File: src/rtl/counter_14_if.sv
// Control/status bundle between the divider controller and its iteration counter.
interface counter_14_if #(
    parameter int WIDTH = 4
);
    logic             sclr;
    logic             cnt_en;
    logic             co;
    logic [WIDTH-1:0] pout;

    modport master (output sclr, output cnt_en, input co, input pout);
    modport slave  (input sclr, input cnt_en, output co, output pout);
endinterface

File: src/rtl/counter_14.sv
// Modulo-(LAST+1) iteration counter with terminal-count carry-out for the divider loop.
// Optional macro COUNTER14_CO_QUALIFY_EN gates co with cnt_en; the count sequence is unaffected.
module counter_14 #(
    parameter int WIDTH = 4,
    parameter int LAST  = 13
) (
    input  logic          clk,
    input  logic          rst,
    counter_14_if.slave   bus
);
    localparam logic [WIDTH-1:0] LAST_W = LAST[WIDTH-1:0];

    logic [WIDTH-1:0] pout_q;
    logic [WIDTH-1:0] pout_d;
    logic             at_last;

    // Out-of-range values also wrap to 0 so a corrupted register self-recovers.
    always_comb begin
        pout_d = pout_q;
        if (bus.sclr) begin
            pout_d = '0;
        end else if (bus.cnt_en) begin
            if (pout_q >= LAST_W) begin
                pout_d = '0;
            end else begin
                pout_d = pout_q + 1'b1;
            end
        end
    end

    always_ff @(posedge clk) begin
        if (rst) begin
            pout_q <= '0;
        end else begin
            pout_q <= pout_d;
        end
    end

    assign at_last  = (pout_q == LAST_W);
    assign bus.pout = pout_q;

`ifdef COUNTER14_CO_QUALIFY_EN
    assign bus.co = at_last & bus.cnt_en;
`else
    assign bus.co = at_last;
`endif

endmodule

File: src/flat_wrapper.sv
// flat-port wrapper written by rule: the top's interface ports become plain ports
module counter_14_flat 
#(
    parameter int WIDTH = 4,
    parameter int LAST  = 13
)
  (clk, rst, bus_sclr, bus_cnt_en, bus_co, bus_pout);
  counter_14_if #(.WIDTH(WIDTH)) bus_i ();
  input  logic clk;
  input  logic rst;
  input wire logic [$bits(bus_i.sclr)-1:0] bus_sclr;
  input wire logic [$bits(bus_i.cnt_en)-1:0] bus_cnt_en;
  output wire logic [$bits(bus_i.co)-1:0] bus_co;
  output wire logic [$bits(bus_i.pout)-1:0] bus_pout;
  assign bus_i.sclr = bus_sclr;
  assign bus_i.cnt_en = bus_cnt_en;
  assign bus_co = bus_i.co;
  assign bus_pout = bus_i.pout;
  counter_14 #(.WIDTH(WIDTH), .LAST(LAST)) u_core (.clk(clk), .rst(rst), .bus(bus_i));
endmodule
File: config.mk
export PLATFORM = sky130hd
export DESIGN_NAME = counter_14_flat
export DESIGN_NICKNAME = d
export VERILOG_FILES = /design/src/rtl/counter_14_if.sv /design/src/rtl/counter_14.sv /design/src/flat_wrapper.sv
export SDC_FILE = /design/constraint.sdc
export NUM_CORES = 1
export LEC_CHECK = 0
export ABC_AREA = 1
export ABC_CLOCK_PERIOD_IN_PS = 1200
export CAP_MARGIN = 20
export CORE_AREA = 2 2 39 41
export CTS_CLUSTER_SIZE = 30
export DETAILED_ROUTE_END_ITERATION = 7
export DIE_AREA = 0 0 41 43
export DONT_BUFFER_PORTS = 1
export SKIP_CTS_REPAIR_TIMING = 1
export SLEW_MARGIN = 0
export SYNTH_ARGS = -nofsm -noshare
export SYNTH_HDL_FRONTEND = slang
export SYNTH_SLANG_ARGS = --single-unit
File: constraint.sdc
create_clock -name clk -period 1.2 [get_ports clk]
set_clock_uncertainty 0.1 [all_clocks]
set_input_delay 0.24 -clock clk [delete_from_list [all_inputs] [get_ports clk]]
set_output_delay 0.24 -clock clk [all_outputs]
set_load 0.05 [all_outputs]
# After elaboration in Yosys (flattened, before gate mapping)
# Cells that the tools add are included.
[totals] reg_bits=4 inputBits=4 output_inout_bits=5 wordCells=6
[op_classes] addsub=1 order_cmp=1 n_eq_ne=1 n_mux=1 n_reduce_logical=1
[op_table] cell="adder 4 x 1 -> 4 bit (second input constant)" n=1
[op_table] cell="== test 4 bit (second input constant)" n=1
[op_table] cell=">= comparator 4 bit (second input constant)" n=1
[op_table] cell="two-way mux 4 bit" n=1
[op_table] cell="OR reduction 2 bit" n=1

# Depth between registers and ports, before layout
[depth] ltp_word=2 ltp_mapped=8 depth_no_buf=8

# Worst setup path before layout
# No wires, ideal clock.
[synth_path] kind="register to output" startpoint="reg u_core.pout_q[0], in the netlist u_core.bus.pout[0]" endpoint="out bus_co" t_arrival_ps=1655 required_ps=860 setup_slack_ps=-795 path_stages_with_launch=4 n_path_buf=0 cell_sequence="dfxtp_1 ha_1 inv_1 nor2_1"
[synth_via] elab_chain_len=1
[synth_rtl] item="start: declaration" line_no="counter_14.sv:13" source="logic [WIDTH-1:0] pout_q;"
[synth_rtl] item="start signal: assignment" line_no="counter_14.sv:35" source="pout_q <= pout_d;"
[synth_rtl] item="== test 4 bit" line_no="counter_14.sv:39" source="assign at_last = (pout_q == LAST_W);"
[synth_rtl] item="end: declaration" line_no="flat_wrapper.sv:13" source="output wire logic [$bits(bus_i.co)-1:0] bus_co;"
# No other way between the ends.

# Worst setup path after layout
[layout_path] startpoint="reg u_core.pout_q[1], in the netlist u_core.bus.pout[1]" endpoint="out bus_co"
# The elaborated chain is that of the path after synthesis.

==> flow_summary.yaml <==
grt:
  first_global_vias: 226
  use_met1: 0.07668
  grt_first_pass_wirelength_um: 848
  use_met3: 0.01571
  gr-usage-met2: 0.1063
  grt_max_degree: 7
  track_usage: 0.07315
  top_usage_layer: "met2"
  gr-total-overflow: 0
  antenna_found_initial: 0
detailed_routing:
  drtAntennaViolNets: 0
  vias: 248
  drt_iter0_markers: 0
  wirelength_um: 497
  firstDrtPassIters: 1
  drt-wirelength-per-cell_um: 7.766
  viasPerCell: 3.875
  drc: 0
sta:
  worst_pin_slew_ps: 171.9
  slew_viol_final: 0
  hold_violations: 0
  fin_crit_ps: 1362
  fin_crit_sh: 1.135
  slew_headroom: 0.8850
  max_freq_mhz: 734.5
  setup_viol: 1
  rsz0062_at_grt: "true"
  whs_ps: 87.16
  fin_ws_ps: -161.6
clock_tree:
  cts_tree: "yes"
  clk_pin_slew_ps: 30
  clock_latency_ps: 230
  clock-sinks: 4
  cts_max_level: 1
  cts_root_buffer: "clkbuf_4"
  cts_buffer_depth: 2
  numCtsBuffers: 3
place:
  portBuffers: 0
  placed_cell_area_um2: 361.6
  gp_congestion: 0.6579
  pre_cts_slack_ps: 48.36
  hpwlAfterDp_um: 416.3
die:
  top_level_ports: 9
  die_w_um: 41
  rows: 14
  die_y_um: 43
  die-area_mm2: 0.001763
  initial_core_util: 0.1835
  core_mm2: 0.001384
logic_synthesis:
  synth.avg_cell_area_um2: 6.865
  ys_warn_count: 0
  syn_nets: 44
  netlist-cell-type-count: 10
  ys_seq_elements: 4
  synth_cells: 37
  syn-cell-area_um2: 254.0
  yosysSeqAreaShare: 0.3153
cells_and_area:
  n_fill_cell: 146
  utilization: 0.2975
  drive_above_1_share: 0.4583
  final_nets: 57
  design_area_um2: 411.6
  largest_reg_flops: 4
  n_antenna_cell: 0
  area_growth_pct: 62.07
worst_setup_path:
  worstSetupPathType: "flip-flop to primary output"
  critPathMaxFanout: 3
  path_cells: "inv_4, ha_4, inv_2, nor2_4, buf_12"
  critPathCaptureType: "primary output"
  cpPeakStageDelay_ps: 340
  cpMaxStageDelayCell: "dfxtp_4"
  arrival_ps: 1020
  startpoint_type: "flip-flop"
  cp.required_ps: 860
pwr:
  intPower_uw: 259.1
  p_sw_frac: 0.2293
  p_seq_frac: 0.397
  combPwrFrac: 0.127
  clkPwrFrac: 0.476
  p_switching_uw: 77.08
  leakage_nw: 0.1779
  power_density_mw_per_mm2: 816.7
  vdd_ir_drop_max_mv: 0.3041
outcome:
  violations: "negative setup slack"
  status: "finished, violations left"
flow_run:
  drv_cap: 0
worst_hold_path:
  hold_class: "input pin to flip-flop"
-- metal layers --
metal	vias to the layer above	wire [um]
met2	5	292
met3	0	25
met4	0	0
li1	132	-
met1	111	180
met5	-	0
-- Yosys cell counts, drive strengths merged --
cell type / number / share of area
xnor2: 2 / 0.069
nand2: 7 / 0.10
nand3: 1 / 0.020
ha: 3 / 0.15
dfxtp: 4 / 0.32
inv: 8 / 0.12
o21ai: 2 / 0.054
mux2i: 1 / 0.039
nor2: 9 / 0.13
-- logic make-up after synthesis --
family / after synthesis / share of synthesized area
AO/OA/AOI/OAI: 2 / 0.05417
XOR/XNOR: 2 / 0.06898
adder cells (fa/ha/maj): 3 / 0.1478
buffers and inverters: 8 / 0.1182
flip-flops: 4 / 0.3153
multiplexers: 1 / 0.03941
AND/OR/NAND/NOR: 17 / 0.2561
-- layout make-up --
cell class	instances	area, um^2	share of cell area
Tap cell	16	20.02	0.04863
Inverter	8	32.53	0.07903
Sequential cell	4	95.09	0.2310
Clock buffer	3	22.52	0.05471
Timing Repair Buffer	8	72.57	0.1763
Multi-Input combinational cell	25	168.9	0.4103
-- through the flow --
step | cells | setup TNS, ps | total power, mW
after floorplan | 37 | -52.40 | 0.1651
after global placement | 58 | 0 | 0.1721
after detailed placement | 58 | 0 | 0.1729
after CTS | 61 | -191.5 | 0.3437
after global routing | 64 | -443.7 | 0.3571
final | 64 | -161.6 | 0.3362
-- power by group through the flow --
stage	registers (mW)	logic (mW)	clock network, mW
after detailed placement	0.136	0.0368	0
after global routing	0.134	0.0483	0.175
after floorplan	0.144	0.0214	0
final	0.133	0.0428	0.160
after global placement	0.136	0.0363	0
after CTS	0.134	0.0371	0.173
-- cells in the final DEF (no fill, tap or decap), drive strengths merged --
cell / Yosys / routed
inv: 8 / 8
nor2: 9 / 9
dfxtp: 4 / 4
clkbuf: 0 / 3
buf: 0 / 8
ha: 3 / 3
o21ai: 2 / 2
mux2i: 1 / 1
xnor2: 2 / 2
nand2: 7 / 7
nand3: 1 / 1
-- worst max-delay path, delay by kind of cell, from the launching register on --
kind	cells	cell delay [ps]
adders and majority gates	1	130
buffers and inverters	3	240
DFF	1	340
and+or+nand+nor	1	90
-- path summary, 6_finish.rpt --
| check | depth (start not counted) | slack, ps | end | startpoint |
|---|---|---|---|---|
| hold / removal | 2 | 90 | u_core.bus.pout[0]$_SDFFE_PP0P_ | bus_cnt_en |
| setup reg to reg | 6 | 40 | u_core.bus.pout[2]$_SDFFE_PP0P_ | u_core.bus.pout[0]$_SDFFE_PP0P_ |
| hold reg to reg | 3 | 450 | u_core.bus.pout[2]$_SDFFE_PP0P_ | u_core.bus.pout[2]$_SDFFE_PP0P_ |
| setup / recovery | 5 | -160 | bus_co | u_core.bus.pout[1]$_SDFFE_PP0P_ |
(Power assumes the default switching activity.)
